`src/rtl/tdm_demux1_4.sv`:
```
`default_nettype none
// ============================================================================
// Module      : tdm_demux1_4
// Description : Registered 1-to-4 time-division demultiplexer. A single
//               sample stream carrying four interleaved channels (slot 0
//               flagged by sync) is aligned, slot-counted and distributed to
//               four held channel outputs. Loss of alignment and realignment
//               are reported on err; lock shows frame alignment.
//
// Ports       : clk        rising-edge clock
//               rst        asynchronous, active-high reset
//               din        sample for the current slot (WIDTH bits)
//               din_vld    din/sync valid this cycle
//               sync       marks the accepted sample as slot 0
//               y0..y3     held channel values for slots 0..3
//               frame_vld  one-cycle pulse, a complete 4-slot frame delivered
//               lock       high while aligned to the frame
//               err        one-cycle pulse on an alignment violation
//
// Options     : TDM_DEMUX_SHADOW_EN - when defined, slots are collected in
//               shadow registers and y0..y3 update together only when a
//               frame completes. When undefined, each slot writes its output
//               directly as it arrives.
//
// Revision    : 1.0 - initial release
// ============================================================================
module tdm_demux1_4 #(
    parameter int WIDTH = 1
) (
    input  logic             clk,
    input  logic             rst,
    input  logic [WIDTH-1:0] din,
    input  logic             din_vld,
    input  logic             sync,
    output logic [WIDTH-1:0] y0,
    output logic [WIDTH-1:0] y1,
    output logic [WIDTH-1:0] y2,
    output logic [WIDTH-1:0] y3,
    output logic             frame_vld,
    output logic             lock,
    output logic             err
);

    localparam logic [0:0] C_ST_HUNT = 1'b0;
    localparam logic [0:0] C_ST_LOCK = 1'b1;

    localparam logic [1:0] C_SLOT_FIRST = 2'd0;
    localparam logic [1:0] C_SLOT_LAST  = 2'd3;

    logic [0:0]                 state_q, state_d;
    logic [1:0]                 slot_q, slot_d;
    logic [3:0][WIDTH-1:0]      y_q, y_d;
    logic                       frame_vld_q, frame_vld_d;
    logic                       err_q, err_d;
    logic                       lock_q, lock_d;

    // Decoded per-sample actions from the next-state logic
    logic                       w_wr_en;
    logic [1:0]                 w_wr_slot;
    logic                       w_align_err;

`ifdef TDM_DEMUX_SHADOW_EN
    // Slot 3 never needs a shadow: it is taken straight from din on the
    // completing edge.
    logic [2:0][WIDTH-1:0]      sh_q, sh_d;
`endif

    // ------------------------------------------------------------------------
    // State register (all flops of the block)
    // ------------------------------------------------------------------------
    always_ff @(posedge clk or posedge rst) begin
        if (rst) begin
            state_q     <= C_ST_HUNT;
            slot_q      <= C_SLOT_FIRST;
            y_q         <= '0;
            frame_vld_q <= 1'b0;
            err_q       <= 1'b0;
            lock_q      <= 1'b0;
`ifdef TDM_DEMUX_SHADOW_EN
            sh_q        <= '0;
`endif
        end else begin
            state_q     <= state_d;
            slot_q      <= slot_d;
            y_q         <= y_d;
            frame_vld_q <= frame_vld_d;
            err_q       <= err_d;
            lock_q      <= lock_d;
`ifdef TDM_DEMUX_SHADOW_EN
            sh_q        <= sh_d;
`endif
        end
    end

    // ------------------------------------------------------------------------
    // Next-state logic: alignment decisions and slot counting
    // ------------------------------------------------------------------------
    always_comb begin
        state_d     = state_q;
        slot_d      = slot_q;
        w_wr_en     = 1'b0;
        w_wr_slot   = C_SLOT_FIRST;
        w_align_err = 1'b0;

        if (din_vld) begin
            if (state_q == C_ST_HUNT) begin
                // Anything before the first sync is dropped silently.
                if (sync) begin
                    w_wr_en = 1'b1;
                    slot_d  = 2'd1;
                    state_d = C_ST_LOCK;
                end
            end else begin
                if (sync) begin
                    // A sync anywhere but slot 0 restarts the frame here;
                    // a sync on slot 3 falls in this class, so a completing
                    // write never coincides with an error.
                    w_align_err = (slot_q != C_SLOT_FIRST);
                    w_wr_en     = 1'b1;
                    slot_d      = 2'd1;
                end else if (slot_q != C_SLOT_FIRST) begin
                    w_wr_en   = 1'b1;
                    w_wr_slot = slot_q;
                    slot_d    = slot_q + 2'd1;
                end else begin
                    // Expected sync is missing: alignment is lost.
                    w_align_err = 1'b1;
                    slot_d      = C_SLOT_FIRST;
                    state_d     = C_ST_HUNT;
                end
            end
        end
    end

    // ------------------------------------------------------------------------
    // Output logic: next values of the registered outputs
    // ------------------------------------------------------------------------
    always_comb begin
        frame_vld_d = w_wr_en && (w_wr_slot == C_SLOT_LAST);
        err_d       = w_align_err;
        lock_d      = (state_d == C_ST_LOCK);
        y_d         = y_q;

`ifdef TDM_DEMUX_SHADOW_EN
        sh_d = sh_q;
        if (w_wr_en && (w_wr_slot != C_SLOT_LAST)) begin
            sh_d[w_wr_slot] = din;
        end
        if (frame_vld_d) begin
            y_d = {din, sh_q[2], sh_q[1], sh_q[0]};
        end
`else
        if (w_wr_en) begin
            y_d[w_wr_slot] = din;
        end
`endif
    end

    assign y0        = y_q[0];
    assign y1        = y_q[1];
    assign y2        = y_q[2];
    assign y3        = y_q[3];
    assign frame_vld = frame_vld_q;
    assign err       = err_q;
    assign lock      = lock_q;

endmodule
`default_nettype wire

```
`config.mk`:
```
export PLATFORM = sky130hd
export DESIGN_NAME = tdm_demux1_4
export DESIGN_NICKNAME = d
export VERILOG_FILES = /design/src/rtl/tdm_demux1_4.sv
export SDC_FILE = /design/constraint.sdc
export NUM_CORES = 1
export LEC_CHECK = 0
export CELL_PAD_IN_SITES_DETAIL_PLACEMENT = 0
export CELL_PAD_IN_SITES_GLOBAL_PLACEMENT = 1
export CORE_AREA = 8 8 45 47
export DETAILED_ROUTE_END_ITERATION = 7
export DIE_AREA = 0 0 53 55
export DONT_BUFFER_PORTS = 1
export PLACE_DENSITY = 0.73
export SKIP_CTS_REPAIR_TIMING = 1
export SYNTH_ARGS = -nofsm -noshare
export SYNTH_HDL_FRONTEND = slang
export SYNTH_SLANG_ARGS = --single-unit
```
`constraint.sdc`:
```
create_clock -name clk -period 4.5 [get_ports clk]
set_input_delay 0.45 -clock clk [delete_from_list [all_inputs] [get_ports clk]]
set_output_delay 0.45 -clock clk [all_outputs]
set_load 0.02 [all_outputs]
```
Word level (Yosys, flattened, before mapping)

Cells that the tools add are included.

Add/sub/neg operators: 1
Order comparisons: 2
Equality and inequality tests: 1
Muxes and demuxes: 20
Reduce and logical (&&, ||, !) cells: 5

Operators with widths:

| kind                | count |
|---|---|
| $mux 2              | 8 |
| $mux 1              | 10 |
| $bwmux 4            | 1 |
| $reduce_bool 2->1   | 2 |
| $lt 2x3->1 const B  | 1 |
| $add 2x1->2 const B | 1 |
| $demux 1 s2         | 1 |
| $eq 2x2->1 const B  | 1 |
| $ge 2x1->1 const B  | 1 |
| $logic_and 1x1->1   | 2 |
| $reduce_and 2->1    | 1 |

Flip-flop bits (word level): 9
Bits of input ports: 5
Output and inout bits: 7

Logic depth before layout (Yosys ltp)

Gate-level depths: netlist of the first run.

Depth in word-level cells: 10
Mapped depth: 6

Worst setup path after synthesis of the first run

Ideal clock, no wire load.

Kind: register -> register
Start: reg slot_q[0]
End: reg y_q (netlist bit y3)
Library setup time: 0.128 ns
Arrival: 1.563 ns
Slack: 2.809 ns
Cell stages (with the launch flop): 6
Path through: dfrtp_1 > inv_1 > ha_1 > ha_1 > nor4_4 > mux2_1

Word-level cells in the longest chain between the ends: 10
Elaborated cells on any way between the ends: 15

Ends and longest elaborated chain:

| what                                                                  | line | source |
|---|---|---|
| from (decl)                                                           | 51   | `logic [1:0] slot_q, slot_d;` |
| from (signal assigned)                                                | 84   | `slot_q <= slot_d;` |
| $reduce_bool 2->1                                                     | 121  | `end else if (slot_q != C_SLOT_FIRST) begin` |
| $mux 2                                                                | 121  |  |
| $mux 2                                                                | 114  | `if (sync) begin` |
| $mux 2                                                                | 106  | `if (state_q == C_ST_HUNT) begin` |
| $mux 2                                                                | 105  | `if (din_vld) begin` |
| $lt 2x3->1 (not written as such) / $ge 2x1->1 (equally long branches) | 154  | `y_d[w_wr_slot] = din;` |
| $logic_and 1x1->1 (not written as such)                               | 154  |  |
| $mux 1 (not written as such)                                          | 154  |  |
| $demux 1 s2                                                           | 154  |  |
| $bwmux 4                                                              | 154  |  |
| to (signal assigned)                                                  | 85   | `y_q <= y_d;` |
| to (decl)                                                             | 52   | `logic [3:0][WIDTH-1:0] y_q, y_d;` |

Several ways; a longest one is shown, not always the timed one.
A chain may end at the register's enable or synchronous reset.

Final worst setup path of the first run

Ends and elaborated chain as after synthesis.

==> reports/metrics.csv, run 1 <==
stage,metric,value,unit
status,status,"complete, no violations",
flow_run,max_cap_violations,0,
drt,dr.max_layer_used,met4,
worst_setup_path,reg2reg_slack,2.64,ns
power,cellLeakagePower,0.2424,nW
worst_setup_path,path_buf_inv,1,
drt,dr_wl_met3,131,um
floorplanning,io_pins,12,
sta,hold_violations,0,
floorplanning,fp.coreArea,1384,um2
floorplanning,dieHeight,55,um
logic_synthesis,ys_ff_latch,9,
drt,drt_first_pass_iters,4,
drt,wire_per_inst,16.29,um
clock_tree,insertion_delay,0.26,ns
clock_tree,cts_tree,done,
floorplanning,num_rows,14,
worst_hold_path,hold_class,in -> async,
sta,max_clock_freq,538.0,MHz
sta,skew,0.002019,ns
layout,synthToLayoutAreaGrowth,8.462,%
drt,vias,317,
worst_setup_path,r2r_start,slot_q[0],
drt,routed_via_density,5.373,
floorplanning,initial_utilization,35.26,%
worst_setup_path,crit_type,reg -> reg,
logic_synthesis,netlist_instances,40,
global_route,first_global_vias,338,
logic_synthesis,synth_warnings,0,
sta,fin_crit_sh,41.31,%
clock_tree,cts_buffers,3,
place,place_congestion,0.7824,
logic_synthesis,yosysUniqueCellTypes,22,
sta,rsz0062_at_grt,false,
floorplanning,fp.dieW,53,um
logic_synthesis,seq_area_frac_synth,46.15,%
worst_setup_path,crit_path_top_delay_cell,dfrtp_1,
logic_synthesis,syn_avg_cell_area,12.20,um2
power,peakVddDrop,142.7,uV
clock_tree,cts_max_path_buffers,2,
power,total_power,0.3077,mW
sta,tightest_slew,0.5202,ns
sta,min_period,1.859,ns
clock_tree,clkTransAtPathRegs,0.06,ns
worst_setup_path,r2r-end,y3,
layout,fill_cells,132,
floorplanning,design.die.area,2915,um2
global_route,grt.overflow.total,0,
layout,n_antenna_cell,0,
worst_setup_path,reg2reg_depth,5,
drt,ant_nets,0,
place,place.port_buffers,0,
worst_setup_path,critPathLaunchType,flop,
drt,met1Wirelength,363,um
worst_setup_path,arrival,2.00,ns
sta,slew_headroom,65.32,%
sta,slew_violations,0,
power,power.density,581.5,nW/um2
worst_setup_path,cpPeakStageDelay,0.40,ns
worst_setup_path,critPathRequiredTime,4.64,ns
logic_synthesis,synth_nets,48,
global_route,grt_start_max_net_pins,11,
worst_setup_path,cp_cell_sequence,"inv_1, ha_1, ha_1, nor4_4, mux2_1",
place,dp_hpwl,785.2,um
drt,drt_iter0_markers,5,
clock_tree,ctsHtreeMaxLevel,1,
sta,finalSetupViolations,0,
logic_synthesis,netlist_area,488.0,um2
clock_tree,cts_num_sinks,9,
worst_setup_path,cp-end-kind,flop,
global_route,grt_util_all_layers,7.760,%
global_route,antenna_found_initial,0,
layout,nNetsFinal,52,
drt,wirelength,961,um
sta,fin_setup_tns,0,ns
drt,met2WireLength,426,um
worst_setup_path,critPathTopFamily,adder cells,
global_route,grt_pass1_wl,1587,um
worst_setup_path,worst_path_most_repeated_cell,ha_1,
clock_tree,cts-root-buf,clkbuf_4,
layout,drive_gt1_share,18.60,%
worst_setup_path,crit_path_max_fanout,4,
drt,drc_errors,0,
[Yosys cell counts]
cell,number,share of area [%]
a21oi_1,2,2.1
inv_1,4,3.1
o22ai_1,1,1.3
and2b_1,1,1.5
a22o_1,1,1.8
nand3b_4,1,4.1
o21ai_0,1,1.0
dfrtp_1,9,46
o221ai_1,1,1.8
nand2b_1,1,1.3
nor4_4,1,4.4
mux2_1,4,9.2
a21boi_2,1,2.3
nor2b_1,1,1.3
nor2_1,2,1.5
o2111ai_1,1,1.8
and3b_2,1,2.1
buf_2,1,1.0
a31oi_1,1,1.3
nor4_2,1,2.6
nand2_1,1,0.77
ha_1,3,7.7
[worst register-to-register path, delay by kind of cell, from the launching register on]
family                     cells  cell delay (ns)
muxes                          1             0.35
and+or+nand+nor                1             0.33
adders and majority gates      2             0.52
buffers and inverters          1             0.14
DFF                            1             0.40
[flip-flops by register name, indices dropped and copies added, names as in the netlist]
register   flops
err            1
frame_vld      1
lock           1
slot_q         2
y0             1
y1             1
y2             1
y3             1
[routing by layer]
layer	vias to the layer above	GRT usage (%)
met2	15	12.11
met3	4	4.545
li1	151	-
met5	-	0
met1	147	7.287
met4	0	6.466
[worst max-delay path by stage]
| stage | startpoint | endpoint | depth (start not counted) |
|---|---|---|---|
| after floorplan | slot_q[0] | y3 | 5 |
| final | slot_q[0] | y3 | 5 |
| after detailed placement | slot_q[0] | y3 | 5 |
| after global routing | slot_q[0] | y3 | 5 |
| after CTS | slot_q[0] | y3 | 5 |
| after global placement | slot_q[0] | y3 | 5 |
[logic make-up (layout without fill, tap and decap cells)]
group | count (synthesis) | in the layout | share of synthesized area, %
adders and majority gates | 3 | 3 | 7.693
and+or+nand+nor | 10 | 10 | 19.49
muxes | 4 | 4 | 9.230
AOI/OAI and AO/OA | 9 | 9 | 13.33
DFF | 9 | 9 | 46.15
buffers and inverters | 5 | 8 | 4.101
[placed cells by master, fill, tap and decap left out, drive strengths merged]
master   n
dfrtp    9
inv      4
mux2     4
clkbuf   4
ha       3
nor2     2
a21oi    2
nor4     2
nand3b   1
nand2b   1
nor2b    1
a21boi   1
and2b    1
and3b    1
o2111ai  1
o221ai   1
nand2    1
o21ai    1
a22o     1
o22ai    1
a31oi    1
[area by class of cell]
cell class	count	area, um2	share of cell area, %
sequential	9	225.2	42.55
inverter	4	15.01	2.837
multi-input combinational	26	242.7	45.86
tap	16	20.02	3.783
clock buffer	4	26.28	4.965
[metrics by stage]
| stage | util [%] | setup WS (ns) | cell area (um2) | cells | hold WS, ns |
|---|---|---|---|---|---|
| global route | 38.25 | 2.557 | 529.3 | 59 | 0.04593 |
| finish | 38.25 | 2.641 | 529.3 | 59 | 0.03519 |
| detailed placement | 36.35 | 2.647 | 503.0 | 55 | 0.3218 |
| CTS | 38.25 | 2.643 | 529.3 | 59 | 0.04601 |
| floorplan | - | 2.809 | 488.0 | 40 | 0.2779 |
| global placement | 36.35 | 2.696 | 503.0 | 55 | 0.3133 |
[where the power goes]
part	switching, mW	internal (mW)	total [mW]
registers	0.0582	0.109	0.167
logic	0.0408	0.0377	0.0784
clock network	0.0281	0.0342	0.0623
total	0.127	0.181	0.308
No activity file was read; power rests on OpenSTA's default activity.
==> run 2, diff against run 1 <==
- clock period: 4.5 -> 1.9 ns (I/O delays scaled with it)
==> run 2 against run 1 <==
- cell count grew 3.4%
- fmax grew 5.9%
- worst hold slack lost 0.017 ns
- sequential power grew 140%
- critical path type unchanged
==> reports/metrics.csv, run 2 (synthesis results as in run 1) <==
stage,metric,value,unit,change
status,status,"complete, no violations",,unchanged
worst_setup_path,critPathRequiredTime,2.07,ns,was 4.64 ns
worst_hold_path,worstHoldEndpoint,lock,,
layout,largest_reg_flops,2,,unchanged
worst_setup_path,critPathLaunchType,flop,,unchanged
sta,finalSetupViolations,0,,unchanged
floorplanning,num_rows,14,,unchanged
global_route,first_global_vias,379,,was 338
worst_setup_path,cp-end-kind,flop,,unchanged
sta,slew_headroom,66.77,%,was 65.32%
floorplanning,fp.coreArea,1384,um2,unchanged
sta,setup_ws,0.1451,ns,was 2.641 ns
drt,drc_errors,0,,unchanged
sta,fin_crit_sh,92.36,%,was 41.31%
clock_tree,insertion_delay,0.28,ns,was 0.26 ns
global_route,grt_start_max_net_pins,11,,unchanged
worst_hold_path,hold_class,in -> reg,,was in -> async
layout,design_area,548.0,um2,was 529.3 um2
layout,drive_gt1_share,22.22,%,was 18.60%
sta,min_period,1.755,ns,was 1.859 ns
worst_setup_path,r2r_start,slot_q[0],,unchanged
global_route,antenna_found_initial,0,,unchanged
worst_setup_path,reg2reg_slack,0.15,ns,was 2.64 ns
drt,routed_via_density,5.459,,was 5.373
layout,fill_cells,133,,was 132
global_route,grt_util_all_layers,9.266,%,was 7.760%
sta,skew,0.004665,ns,was 0.002019 ns
place,place.port_buffers,0,,unchanged
worst_setup_path,crit_type,reg -> reg,,unchanged
drt,ant_nets,0,,unchanged
clock_tree,cts-root-buf,clkbuf_4,,unchanged
drt,vias,333,,was 317
worst_hold_path,hold_depth,1,,
clock_tree,cts_tree,done,,unchanged
power,peakVddDrop,454.5,uV,was 142.7 uV
clock_tree,clkTransAtPathRegs,0.07,ns,was 0.06 ns
floorplanning,fp.dieW,53,um,unchanged
sta,fin_setup_tns,0,ns,unchanged
layout,layout_common_cells,"dfrtp_1 (9), inv_1 (4), mux2_1 (4)",,unchanged
layout,finalNonFillerCells,61,,was 59
flow_run,max_cap_violations,0,,unchanged
place,dp_hpwl,856.5,um,was 785.2 um
power,power.density,1386,nW/um2,was 581.5 nW/um2
drt,wirelength,1084,um,was 961 um
clock_tree,cts_max_path_buffers,2,,unchanged
drt,drt_first_pass_iters,2,,was 4
sta,rsz0062_at_grt,false,,unchanged
worst_hold_path,hp-start,din_vld,,
sta,hold_violations,0,,unchanged
global_route,grt.overflow.total,0,,unchanged
floorplanning,io_pins,12,,unchanged
drt,wire_per_inst,17.77,um,was 16.29 um
worst_setup_path,r2r-end,y3,,unchanged
place,placed_cell_area,510.5,um2,was 503.0 um2
floorplanning,dieHeight,55,um,unchanged
floorplanning,design.die.area,2915,um2,unchanged
clock_tree,ctsHtreeMaxLevel,1,,unchanged
clock_tree,cts_buffers,3,,unchanged
layout,final_common_cell,dfrtp_1,,unchanged
floorplanning,initial_utilization,35.26,%,unchanged
layout,top_register,slot_q,,unchanged
worst_setup_path,crit_path_max_fanout,4,,unchanged
place,dp_cells,56,,was 55
drt,drt_iter0_markers,1,,was 5
layout,synthToLayoutAreaGrowth,12.31,%,was 8.462%
sta,tightest_slew,0.4984,ns,was 0.5202 ns
sta,max_clock_freq,569.8,MHz,was 538.0 MHz
layout,n_antenna_cell,0,,unchanged
layout,nNetsFinal,54,,was 52
worst_setup_path,arrival,1.92,ns,was 2.00 ns
place,pre_cts_slack,0.1371,ns,was 2.647 ns
global_route,grt_pass1_wl,1807,um,was 1587 um
sta,slew_violations,0,,unchanged
power,cellLeakagePower,0.2543,nW,was 0.2424 nW
worst_setup_path,reg2reg_depth,5,,unchanged
clock_tree,cts_num_sinks,9,,unchanged
place,place_congestion,0.8278,,was 0.7824
run 2: changes by cell type in the layout (fill, tap and decap cells not counted):
cell           delta
clkinv_2          +1
dlygate4sd3_1     +1
buf_4             +1
clkbuf_1          -1
run 2: final cells by class:
cell class	count	area, um2	area share, %
flip-flops and latches	9	225.2	41.10
repair buffers	2	17.52	3.196
clock buffers	3	22.52	4.110
inverters	4	15.01	2.740
clock inverters	1	5.005	0.9132
well taps	16	20.02	3.653
multi-input cells	26	242.7	44.29
run 2: worst max-delay path by stage:
stage                          from  end  slack, ns  depth (start not counted)
after CTS                 slot_q[0]   y3       0.14                          5
after floorplan           slot_q[0]   y3       0.21                          5
after global placement    slot_q[0]   y3       0.20                          5
after global routing      slot_q[1]   y2       0.01                          6
after detailed placement  slot_q[0]   y3       0.14                          5
final                     slot_q[0]   y3       0.15                          5
run 2: power breakdown:
part	switching, mW	internal (mW)	total (mW)
logic	0.104	0.100	0.204
registers	0.136	0.257	0.393
clock network	0.0836	0.0782	0.162
run 2: per-stage QoR:
stage / power (mW) / utilization [%] / hold slack [ns]
3_5_place_dp: 0.6069 / 36.89 / 0.07742
2_1_floorplan: 0.5410 / - / 0.01792
5_1_grt: 0.8131 / 39.60 / 0.01452
4_1_cts: 0.7660 / 38.88 / -0.2298
3_3_place_gp: 0.5816 / 36.89 / 0.05747
6_report: 0.7596 / 39.60 / 0.01833
run 2: worst max-delay path, cell delays in order, from the launching register on:
cell     delay, ns
dfrtp_1       0.39
inv_1         0.07
ha_1          0.22
ha_1          0.27
nor4_4        0.34
mux2_1        0.35
run 2: layer usage:
layer / part of all wire [%] / track usage [%]
met4: 5.7 / 10.34
met1: 35 / 7.488
met5: 0 / 0
met3: 12 / 4.278
met2: 47 / 15.63
==> run 3, diff against run 2 <==
- CAP_MARGIN: unset -> 40
==> results of run 3 <==
Final layout, timing and power as in run 2 (identical DEF).
==> edit 1 (flow settings as in run 2) <==
The option `TDM_DEMUX_SHADOW_EN` is turned on by a define.
--- a/src/rtl/tdm_demux1_4.sv
+++ b/src/rtl/tdm_demux1_4.sv
@@ -26,2 +26,4 @@
 // ============================================================================
+`define TDM_DEMUX_SHADOW_EN
+
 module tdm_demux1_4 #(
Function: changed (Yosys sat finds a counterexample within 4 cycles, from zero or initial values and one cycle with rst high).
==> edit 1 against run 2 <==
Area after synthesis rose by 19%. Utilization rose by 7.7 points. Power rose by 12%. Worst setup slack got worse by 0.041 ns. Wire length fell by 11%. Count of clock-buffer cells in the layout did not move. Sequential cell count rose by 3. Clock power fell by 8%. Die area did not move. Cell area rose by 19%. Sequential power rose by 15%. Largest cell class is now registers.
==> edit 1: results (changes against run 2) <==
[drt]
dr.first_iter.drc_count = 5  ; +4
drtPass1Iterations = 4  ; +2
wirelength_um = 960  ; -11%
vias = 377  ; +13%

[worst_setup_path]
r2r_slack_ns = 0.10  ; -0.04 ns
rr_worst_depth = 6  ; +1
worstPathArrival_ns = 1.95  ; +0.03 ns
crit_end = y1
worstPathMaxFanout = 5  ; +1

[synth]
netlist_top_cells_count = 12 x dfrtp_1, 6 x inv_1, 6 x nor2_1
yosys-top-cells-area = dfrtp_1 52%, mux2_4 10%, ha_1 6.5%
syn_nets = 57  ; +19%
async_flop_share_pct = 100  ; unchanged
yosysSeqAreaShare_pct = 51.8  ; +5.7 points
ys_types = 17  ; -23%

[global_route]
grt_util_met3_pct = 3.74  ; -0.53 points
track_usage_pct = 7.93  ; -1.3 points
grt_pass1_vias = 362  ; -4.5%
use_met1_pct = 8.24  ; +0.75 points
grt_pass1_wl_um = 1590  ; -12%
grt_start_max_net_pins = 13  ; +2
grt_use_met2_pct = 10.4  ; -5.3 points

[place]
gp_congestion = 0.798  ; -3.6%
dp_hpwl_um = 743  ; -13%
io_buffers = 0  ; unchanged
postPlaceCellArea_um2 = 622  ; +22%
dp_slack_ns = 0.119  ; -0.0179 ns

[cells_and_area]
fill_cells = 130  ; -2.3%
fin_nets = 66  ; +22%
largest_reg_flops = 3  ; +1
drive_above_1_share_pct = 26.8  ; +4.6 points

[power]
static-leakage-power_nw = 0.350  ; +38%
peakVddDrop_mv = 0.423  ; -7.0%

[timing]
min_period_ns = 1.80  ; +0.0409 ns
tightest_slew_ns = 0.442  ; -0.0565 ns
skew_ns = 0.00357  ; -0.00110 ns

[clock_network]
clk_latency_ns = 0.26  ; -0.02 ns
cts.htree.levels = 1  ; unchanged

[run_status]
status = completed

[hold_path]
whs_path_depth = 1  ; unchanged

[edit 1: changes by cell type after synthesis, sizes merged, moves of 2 or more]
cell,run 2,this run
nor2,2,6
dfrtp,9,12
mux2,4,7
inv,4,6
nand2,1,3
nor4,2,0
[edit 1: where the power goes]
part           switching (mW)  internal (mW)
registers               0.107          0.344
logic                   0.110          0.144
clock network          0.0759         0.0732
[edit 1: cell type report]
type	instances	area share (%)
Timing Repair Buffer	4	4.97
Multi-Input combinational cell	31	39.2
Inverter	6	3.44
Tap cell	16	3.06
Sequential cell	12	45.9
Clock buffer	3	3.44
[edit 1: worst min path at each step]
stage	startpoint	to	slack (ns)
floorplan	rst	err	0.05
global placement	rst	err	0.11
detailed placement	rst	err	0.11
CTS	rst	slot_q[0]	-0.18
global route	din_vld	lock	0.01
finish	din_vld	lock	0.03
[edit 1: metal layers]
metal / vias up / routed length, µm / share of wire, %
met1: 179 / 452 / 47
met2: 13 / 366 / 38
li1: 181 / - / -
met4: 0 / 44 / 4.6
met5: - / 0 / 0
met3: 4 / 96 / 10
[edit 1: through the flow]
step | hold slack, ns | util [%] | instances
floorplan | 0.0547 | - | 49
global placement | 0.107 | 44.9 | 68
detailed placement | 0.111 | 44.9 | 68
CTS | -0.181 | 46.6 | 71
global route | 0.00963 | 47.3 | 72
finish | 0.0292 | 47.3 | 72
[edit 1: logic make-up after synthesis]
group           synth area share [%]
fa+ha+maj                       6.48
flops                           51.8
mux                             16.2
simple gates                    15.8
compound gates                  5.83
buf+inv                         3.89
[edit 1: critical path: stages, from the launching register on]
cell      delay (ns)
dfrtp_1         0.34
inv_1           0.06
ha_1            0.21
ha_1            0.20
or3_1           0.37
nand2b_4        0.19
mux2_4          0.30
==> edit 2 (flow settings as in run 2) <==
Without the edit above. The output `frame_vld` loses its register stage (`frame_vld_q` becomes a continuous assignment).
--- a/src/rtl/tdm_demux1_4.sv
+++ b/src/rtl/tdm_demux1_4.sv
@@ -75,3 +75,2 @@
             y_q         <= '0;
-            frame_vld_q <= 1'b0;
             err_q       <= 1'b0;
@@ -85,3 +84,2 @@
             y_q         <= y_d;
-            frame_vld_q <= frame_vld_d;
             err_q       <= err_d;
@@ -93,2 +91,4 @@
     end
+
+    assign frame_vld_q = frame_vld_d;
 
Function: changed (a bounded check fails within 4 cycles, from zero or initial values and one cycle with rst high).
==> edit 2 against run 2 <==
Cell area increased by 1.8%. Clock skew decreased by 0.0043 ns. Area after synthesis decreased by 5.1%. Die area unchanged. Sequential cell count decreased by 1. Worst setup slack got worse by 0.059 ns. Hold slack improved by 0.025 ns. Critical path depth unchanged. Wire length decreased by 3.9%. Highest routed layer unchanged. Power decreased by 1.9%. Critical endpoint is now frame_vld.
==> edit 2: results (changes against run 2) <==
[synth]
syn_nets = 47  ; -2.1%
netlist_top_cells_count = 8 x dfrtp_1, 4 x inv_1, 4 x mux2_1
synth_mux_area_share_pct = 9.73  ; +0.50 points
avgSynthCellArea_um2 = 11.9  ; -2.7%
synth-compound-area-share_pct = 14.1  ; +0.72 points
yosysSeqAreaShare_pct = 43.2  ; -2.9 points
ys_types = 22  ; unchanged
synthXorXnorAreaFrac_pct = 0  ; unchanged
synthAdderAreaFrac_pct = 8.11  ; +0.42 points
yosys-top-cells-area = dfrtp_1 43%, mux2_1 9.7%, ha_1 8.1%
synthFlopType = dfrtp_1

[place]
gp_congestion = 0.728  ; -12%
io_buffers = 0  ; unchanged
dp_hpwl_um = 812  ; -5.2%
postPlaceCellArea_um2 = 493  ; -3.4%

[timing]
skew_ns = 0.000334  ; -0.00433 ns
slew-limit-headroom_pct = 65.8  ; -0.93 points

[global_route]
grt_start_max_net_pins = 11  ; unchanged
grt_pass1_vias = 341  ; -10%
grt_pass1_wl_um = 1650  ; -8.7%
overflow = 0  ; unchanged
track_usage_pct = 8.01  ; -1.3 points

[cells_and_area]
drive_above_1_share_pct = 31.3  ; +9.0 points
fin_nets = 58  ; +7.4%
largest_reg_flops = 2  ; unchanged
top_register = slot_q
fill_cells = 127  ; -4.5%
stdcell_count = 64  ; +4.9%

[drt]
dr.first_iter.drc_count = 11  ; +10
drtPass1Iterations = 4  ; +2
wl_per_cell_um = 16.3  ; -8.4%
dr_wl_met2_um = 541  ; +5.5%
viasPerCell = 5.00  ; -8.4%
wl_met1_um = 396  ; +3.9%
wl_met3_um = 77  ; -39%

[worst_setup_path]
crit_end = frame_vld
regToRegStartpoint = slot_q[1]
worstPathMaxFanout = 5  ; +1
rr_worst_depth = 6  ; +1
path_delay_family = adder cells
critPathKind = flip-flop to primary output
crit_slowest_cell = dfrtp_1

[power]
static-leakage-power_nw = 0.261  ; +2.4%
peakVddDrop_mv = 0.516  ; +14%

[clock_network]
clk_latency_ns = 0.25  ; -0.03 ns
clockBufferDepth = 2  ; unchanged
path_clk_slew_ns = 0.05  ; -0.02 ns

[run_status]
status = completed

## edit 2: kinds of logic after synthesis
family	after synthesis
fa+ha+maj	3
mux	4
compound gates	9
buf+inv	5
simple gates	10
flops	8
## edit 2: metrics by stage
step                total power [mW]  setup TNS, ns  hold WS (ns)  setup WS [ns]
detailed placement             0.581              0        0.0470          0.135
CTS                            0.714        -0.0603        -0.222        -0.0603
floorplan                      0.517              0       0.00566         0.0255
finish                         0.745              0        0.0437         0.0864
global placement               0.566              0        0.0430          0.179
global route                   0.807        -0.0266        0.0337        -0.0266
## edit 2: power by group
group,switching (mW),internal [mW]
sequential,0.130,0.235
clock,0.0569,0.0722
combinational,0.117,0.133
## edit 2: final cells by class
| cell class | count | area, µm² | share of cell area [%] |
|---|---|---|---|
| clock buffer | 3 | 22.5 | 4.04 |
| multi-input combinational | 26 | 245 | 43.9 |
| inverter | 4 | 15.0 | 2.69 |
| tap | 16 | 20.0 | 3.59 |
| timing repair buffer | 7 | 55.1 | 9.87 |
| sequential | 8 | 200 | 35.9 |
## edit 2: worst min path at each step
stage               cells past startpoint  slack (ns)    to     from
finish                                  1        0.04  lock  din_vld
global route                            1        0.03  lock  din_vld
CTS                                     1       -0.22   err      rst
detailed placement                      1        0.05   err      rst
global placement                        1        0.04   err      rst
floorplan                               1       0.006   err      rst
## edit 2: metal layers
| layer | vias to the layer above | global-route usage, % |
|---|---|---|
| met4 | 0 | 6.47 |
| met2 | 12 | 13.5 |
| met3 | 4 | 3.48 |
| met5 | - | 0 |
| met1 | 143 | 7.53 |
| li1 | 161 | - |
